--- src/rtl/sequence_controller_if.sv ---
// Shared game-state type and the controller's handshake bundle.
// The random generator and display both consume state_t.
package seq_pkg;
    typedef enum logic [1:0] {IDLE = 2'd0, RUN = 2'd1, OVER = 2'd2, WIN = 2'd3} state_t;
endpackage

interface sequence_controller_if;
    import seq_pkg::*;
    logic       start;
    logic [1:0] rnd;
    logic       btn_valid;
    logic [1:0] btn_code;
    state_t     state;
    logic       show_valid;
    logic [1:0] show_code;
    logic [4:0] level;
    logic       rng_hold;

    modport slave (
        input  start, rnd, btn_valid, btn_code,
        output state, show_valid, show_code, level, rng_hold
    );
    modport master (
        output start, rnd, btn_valid, btn_code,
        input  state, show_valid, show_code, level, rng_hold
    );
endinterface

--- src/rtl/sequence_controller.sv ---
// Memory-game sequencer: grows a random 2-bit pattern each round, plays it
// back, then checks player presses against it (RUN / OVER / WIN).
module sequence_controller
    import seq_pkg::*;
#(
    parameter int MAX_LEN        = 16,
    parameter int SHOW_CYCLES    = 8,
    parameter int GAP_CYCLES     = 4,
    parameter int TIMEOUT_CYCLES = 64
) (
    input  logic               clk,
    input  logic               rst_n,
    sequence_controller_if.slave bus
);
    localparam int TMAX0 = (SHOW_CYCLES > GAP_CYCLES) ? SHOW_CYCLES : GAP_CYCLES;
    localparam int TMAX  = (TMAX0 > TIMEOUT_CYCLES) ? TMAX0 : TIMEOUT_CYCLES;
    localparam int TW    = $clog2(TMAX);

    typedef enum logic [2:0] {S_IDLE, S_ADD, S_SHOW, S_GAP, S_WAIT, S_OVER, S_WIN} fsm_t;

    fsm_t          fsm;
    logic [4:0]    len;
    logic [3:0]    idx;
    logic [TW-1:0] timer;
    logic [1:0]    pat_buf [16];

    logic last;
    logic hit;
    assign last = ({1'b0, idx} == len - 5'd1);
    assign hit  = (bus.btn_code == pat_buf[idx]);

    // Pattern storage carries no reset; only entries below len are ever read.
    always_ff @(posedge clk) begin
        if (fsm == S_ADD) pat_buf[len[3:0]] <= bus.rnd;
    end

    always_ff @(posedge clk or negedge rst_n) begin
        if (!rst_n) begin
            fsm   <= S_IDLE;
            len   <= '0;
            idx   <= '0;
            timer <= '0;
        end else begin
            case (fsm)
                S_IDLE, S_OVER, S_WIN: begin
                    if (bus.start) begin
                        len <= '0;
                        fsm <= S_ADD;
                    end
                end
                S_ADD: begin
                    len   <= len + 5'd1;
                    idx   <= '0;
                    timer <= '0;
                    fsm   <= S_SHOW;
                end
                S_SHOW: begin
                    if (timer == TW'(SHOW_CYCLES - 1)) begin
                        timer <= '0;
                        fsm   <= S_GAP;
                    end else begin
                        timer <= timer + 1'b1;
                    end
                end
                S_GAP: begin
                    if (timer == TW'(GAP_CYCLES - 1)) begin
                        timer <= '0;
                        if (last) begin
                            idx <= '0;
                            fsm <= S_WAIT;
                        end else begin
                            idx <= idx + 4'd1;
                            fsm <= S_SHOW;
                        end
                    end else begin
                        timer <= timer + 1'b1;
                    end
                end
                S_WAIT: begin
                    // A press on the timeout cycle takes priority over the timeout.
                    if (bus.btn_valid) begin
                        if (!hit)                        fsm <= S_OVER;
                        else if (!last) begin
                            idx   <= idx + 4'd1;
                            timer <= '0;
                        end
                        else if (len == 5'(MAX_LEN))     fsm <= S_WIN;
                        else                             fsm <= S_ADD;
                    end else if (timer == TW'(TIMEOUT_CYCLES - 1)) begin
                        fsm <= S_OVER;
                    end else begin
                        timer <= timer + 1'b1;
                    end
                end
                default: fsm <= S_IDLE;
            endcase
        end
    end

    assign bus.show_valid = (fsm == S_SHOW);
    assign bus.show_code  = (fsm == S_SHOW) ? pat_buf[idx] : 2'b00;
    assign bus.level      = len;
    assign bus.rng_hold   = (fsm == S_ADD);

    always_comb begin
        bus.state = RUN;
        case (fsm)
            S_IDLE:  bus.state = IDLE;
            S_OVER:  bus.state = OVER;
            S_WIN:   bus.state = WIN;
            default: bus.state = RUN;
        endcase
    end
endmodule

--- src/flat_wrapper.sv ---
// flat-port wrapper written by rule: the top's interface ports become plain ports
module sequence_controller_flat import seq_pkg::*;
#(
    parameter int MAX_LEN        = 16,
    parameter int SHOW_CYCLES    = 8,
    parameter int GAP_CYCLES     = 4,
    parameter int TIMEOUT_CYCLES = 64
)
  (clk, rst_n, bus_start, bus_rnd, bus_btn_valid, bus_btn_code, bus_state, bus_show_valid, bus_show_code, bus_level, bus_rng_hold);
  sequence_controller_if bus_i ();
  input  logic clk;
  input  logic rst_n;
  input wire logic [$bits(bus_i.start)-1:0] bus_start;
  input wire logic [$bits(bus_i.rnd)-1:0] bus_rnd;
  input wire logic [$bits(bus_i.btn_valid)-1:0] bus_btn_valid;
  input wire logic [$bits(bus_i.btn_code)-1:0] bus_btn_code;
  output wire logic [$bits(bus_i.state)-1:0] bus_state;
  output wire logic [$bits(bus_i.show_valid)-1:0] bus_show_valid;
  output wire logic [$bits(bus_i.show_code)-1:0] bus_show_code;
  output wire logic [$bits(bus_i.level)-1:0] bus_level;
  output wire logic [$bits(bus_i.rng_hold)-1:0] bus_rng_hold;
  assign bus_i.start = bus_start;
  assign bus_i.rnd = bus_rnd;
  assign bus_i.btn_valid = bus_btn_valid;
  assign bus_i.btn_code = bus_btn_code;
  assign bus_state = bus_i.state;
  assign bus_show_valid = bus_i.show_valid;
  assign bus_show_code = bus_i.show_code;
  assign bus_level = bus_i.level;
  assign bus_rng_hold = bus_i.rng_hold;
  sequence_controller #(.MAX_LEN(MAX_LEN), .SHOW_CYCLES(SHOW_CYCLES), .GAP_CYCLES(GAP_CYCLES), .TIMEOUT_CYCLES(TIMEOUT_CYCLES)) u_core (.clk(clk), .rst_n(rst_n), .bus(bus_i));
endmodule
--- config.mk ---
export PLATFORM = sky130hd
export DESIGN_NAME = sequence_controller_flat
export DESIGN_NICKNAME = d
export VERILOG_FILES = /design/src/rtl/sequence_controller_if.sv /design/src/rtl/sequence_controller.sv /design/src/flat_wrapper.sv
export SDC_FILE = /design/constraint.sdc
export NUM_CORES = 1
export LEC_CHECK = 0
export ABC_AREA = 0
export BUFFER_PORTS_ARGS = -buffer_cell sky130_fd_sc_hd__buf_2
export CORE_MARGIN = 3
export CORE_UTILIZATION = 55
export CTS_CLUSTER_SIZE = 16
export DETAILED_ROUTE_END_ITERATION = 12
export GPL_TIMING_DRIVEN = 0
export PLACE_DENSITY = 0.78
export SLEW_MARGIN = 40
export SYNTH_ARGS = -nofsm -noshare
export SYNTH_HDL_FRONTEND = slang
export SYNTH_SLANG_ARGS = --single-unit
--- constraint.sdc ---
create_clock -name clk -period 3.2 [get_ports clk]
set_input_delay 0.32 -clock clk [delete_from_list [all_inputs] [get_ports clk]]
set_output_delay 0.32 -clock clk [all_outputs]
set_load 0.1 [all_outputs]
==> summary by stage <==
Drt
After detailed routing, the average wire length per cell comes to 17.37 um. The final wirelength is 6044 um. The number of nets with antenna violations after detailed routing is 0. The first detailed-routing pass ran for 4 iterations.

The number of vias per cell after detailed routing is 5.871. In this run, the number of DRC markers left after iteration 0 of detailed routing was 249. In the routed design, unresolved DRC markers number 0. The overall via count from detail_route is 2043.

Clock tree
Clock tree synthesis selected as its root buffer the cell sky130_fd_sc_hd__clkbuf_8. TritonCTS built the clock tree. The H-tree was split into 2 levels. The clock transition time at the flip-flop clock pins of the worst setup and hold paths is 0.10 ns. The number of clock buffers added by TritonCTS is 5.

The largest buffer count on any clock path is 2. The tree built by TritonCTS fans out to 50 sinks. The clock latency at the later pin of the worst-skew pair is 0.31 ns.

Logic synthesis
The post-synthesis instance area is 0.002811 mm^2. The number of synthesized flops with an enable pin is 32. The total number of yosys warnings is 0. The dominant synthesized flop cell is sky130_fd_sc_hd__edfxtp_1.

The flip-flop and latch count after synthesis is 50. The cell count after synthesis came out at 252. The post-synthesis average cell area is 11.16 um^2. Synthesis produced a netlist with a net count of 267. The most area-hungry cell type in the Yosys netlist is sky130_fd_sc_hd__edfxtp_1. Yosys attributes the largest share of cell area to sky130_fd_sc_hd__edfxtp_1 34%, sky130_fd_sc_hd__dfrtp_1 16%, sky130_fd_sc_hd__nor2_1 4.3%.

The share of synthesized registers carrying an async set or reset is 36.00%. After synthesis, flip-flops and latches occupy 50.20% of the total area. Yosys mapped the design onto 50 distinct sky130hd cell types.

The synthesized design devotes to its leading area cell type 34.18% of total area.

Timing
The hold violation count in the final report is 0. Setup violations remaining at the end of the flow were counted as 0. The setup TNS after final layout is 0 ns. The normalized max-slew margin is 60.50%.

The tightest hold path in the finished design has a slack of 0.3915 ns. The setup slack after layout is 0.2082 ns. The worst clock skew on the final layout is 0.005197 ns. The final max-slew violation count is 0. The share of the cycle needed by the critical path after routing is 93.50%.

Setup repair after global routing left no endpoint under its margin. The minimum period implied by the final worst setup slack is 2.992 ns. The maximum clock frequency is 334.2 MHz.

At the pin with the least slew margin, the transition time is 0.5871 ns.

Floorplanning
The vertical extent of the die is 77.50 um. In this run the horizontal extent of the chip is 77.50 um. In this run the count of I/O pins placed on the die edge is 19. The floorplan step defined a die boundary enclosing 0.006005 mm^2.

The floorplan has 25 rows. The region available for standard cell placement spans 0.004817 mm^2. Once the floorplan was initialized, standard cells occupied 58.36% of the core.

Global routing
The overall overflow remaining after global route is 0. The initial antenna violation count came to 0. The overall track demand over capacity in global routing is 21.26%. The wire length of the first global-routing pass is 9984 um. Entering global routing, the biggest net connects 19 pins.

The number of global-route vias before repair was 2034.

Run status
The run finished with clean final reports.

Final layout
The final net count is 295. The number of standard cells in the layout, taps in and fillers out is 348. The antenna diode instance count is 0. Relative to the synthesized area, the layout overhead comes to 11.57%. The share of layout cells above drive strength 1 is 18.15%.

The final cell area excluding filler cells is 0.003137 mm^2.

Setup path
For the worst setup path, the data arrival time is 3.22 ns. The worst setup path is of the reg2reg kind. The cell with the biggest individual delay on the critical path is sky130_fd_sc_hd__or4b_1. The setup slack on the worst flop-to-flop path is 0.21 ns.

Along the worst path, the maximum fanout reaches 8. The buffer and inverter count on the worst path is 3. The largest stage delay on the critical path is 0.50 ns. The element type at the critical path start is a register. Broken down by cell family, the worst path's largest delay share belongs to compound AO/OA/AOI/OAI gates.

The critical path goes through clkbuf_1, inv_1, ha_1, nand2b_1, a311o_1, a2111oi_4, buf_4, a2111oi_0, or4b_1, o211ai_1. The required time of the worst setup path is 3.43 ns. The category of the worst setup path capture point is a register.

Placement
The count of input and output buffers is 18. Detailed placement finished with a half-perimeter wire length of 4352 um. The final weighted congestion in routability-driven placement is 0.9060.

Once placement completed, the tool counted placed cells totaling 337. The cell area after placement is 0.002995 mm^2. Before CTS, the worst setup slack after placement is 0.09089 ns.

Pwr
The largest voltage drop on the vdd net is 0.3153 mV. For this design the ratio of total power to cell area is 381.0 mW/mm^2. Summed over all cells, the static leakage comes to 1.261 nW.

Run
The number of max-capacitance violations reported is 0.

Hold path
The path class of the tightest hold or removal check is in2reg.
path summary, 6_finish.rpt:
| kind | to | from | depth (start not counted) |
|---|---|---|---|
| worst min-delay path | u_core.pat_buf[2][0] | bus_rnd[0] | 1 |
| worst max-delay path | u_core.idx[3] | u_core.bus.level[0] | 10 |
| worst max register to register | u_core.idx[3] | u_core.bus.level[0] | 10 |
| worst min register to register | u_core.timer[1] | u_core.timer[1] | 2 |
| max in group asynchronous | u_core.bus.level[0] | rst_n | 2 |
| min in group asynchronous | u_core.fsm[0] | rst_n | 2 |
cells in the mapped netlist, drive strengths merged (5+ instances only):
| master | n |
|---|---|
| nand2b | 6 |
| dfrtp | 18 |
| nand2 | 18 |
| a2111oi | 6 |
| nor2 | 32 |
| mux2i | 9 |
| nand3 | 9 |
| ha | 7 |
| inv | 12 |
| clkbuf | 7 |
| edfxtp | 32 |
| nor3 | 7 |
| mux2 | 6 |
| a22o | 5 |
| o22ai | 6 |
| o21ai | 8 |
| xnor2 | 7 |
| a21oi | 6 |
| o211ai | 6 |
logic make-up (layout without fill, tap and decap cells):
family / Yosys count / in the layout / share of synthesized area [%]
AOI/OAI and AO/OA: 53 / 53 / 14.73
adders and majority gates: 7 / 7 / 3.115
and+or+nand+nor: 90 / 90 / 15.35
muxes: 19 / 19 / 9.212
xor gates and xnor gates: 10 / 10 / 3.383
DFF: 50 / 50 / 50.20
buffers and inverters: 23 / 52 / 4.005
stage by stage:
step                      utilization (%)  power (mW)
final                               65.12       1.195
after global routing                65.12       1.237
after CTS                           64.81       1.198
after detailed placement            62.18      0.7447
after global placement              62.18      0.7436
after floorplan                         -      0.7256
placed cells by master, fill, tap and decap left out, types with 7 or more instances in the layout:
| master | synthesis | final |
|---|---|---|
| sky130_fd_sc_hd__edfxtp_1 | 32 | 32 |
| sky130_fd_sc_hd__nor2_1 | 32 | 31 |
| sky130_fd_sc_hd__buf_2 | 2 | 20 |
| sky130_fd_sc_hd__nand2_1 | 18 | 18 |
| sky130_fd_sc_hd__dfrtp_1 | 18 | 16 |
| sky130_fd_sc_hd__inv_1 | 11 | 11 |
| sky130_fd_sc_hd__mux2i_1 | 9 | 9 |
| sky130_fd_sc_hd__nand3_1 | 9 | 9 |
| sky130_fd_sc_hd__clkbuf_1 | 7 | 7 |
| sky130_fd_sc_hd__ha_1 | 7 | 7 |
state kept, by name, indices dropped and copies added (netlist names):
register and cells:
u_core.pat_buf 32, u_core.timer 6, u_core.bus.level 5, u_core.idx 4
u_core.fsm 3
per-layer routing:
metal	GRT usage, %	share of wire, %	wire length, um
met3	3.480	4.1	247
met1	29.77	47	2842
met5	0	0	0
met4	5.516	1.0	63
met2	34.54	48	2890
power by group:
part           total [mW]  internal (mW)  leakage, nW  switching [mW]
sequential          0.691          0.689        0.493         0.00227
combinational      0.0403        0.00954        0.709          0.0308
clock               0.464          0.239       0.0591           0.225
timing repair:
action / CTS / global route
gates resized for setup: 0 / 0
setup buffers: 0 / 2
hold buffers: 1 / 0
endpoints found under the hold margin: 18 / 0
endpoints found under the setup margin: 0 / 8
area by class of cell:
class                           count  area [um^2]
Tap cell                           67        83.83
Clock buffer                        5        68.82
Timing Repair Buffer               21        115.1
Buffer                             11        67.56
Sequential cell                    50         1414
Clock inverter                      3        47.55
Multi-Input combinational cell    179         1295
Inverter                           12        45.04
Fill cell                         381         1680
Note: power is estimated with default switching activity, not from simulation.
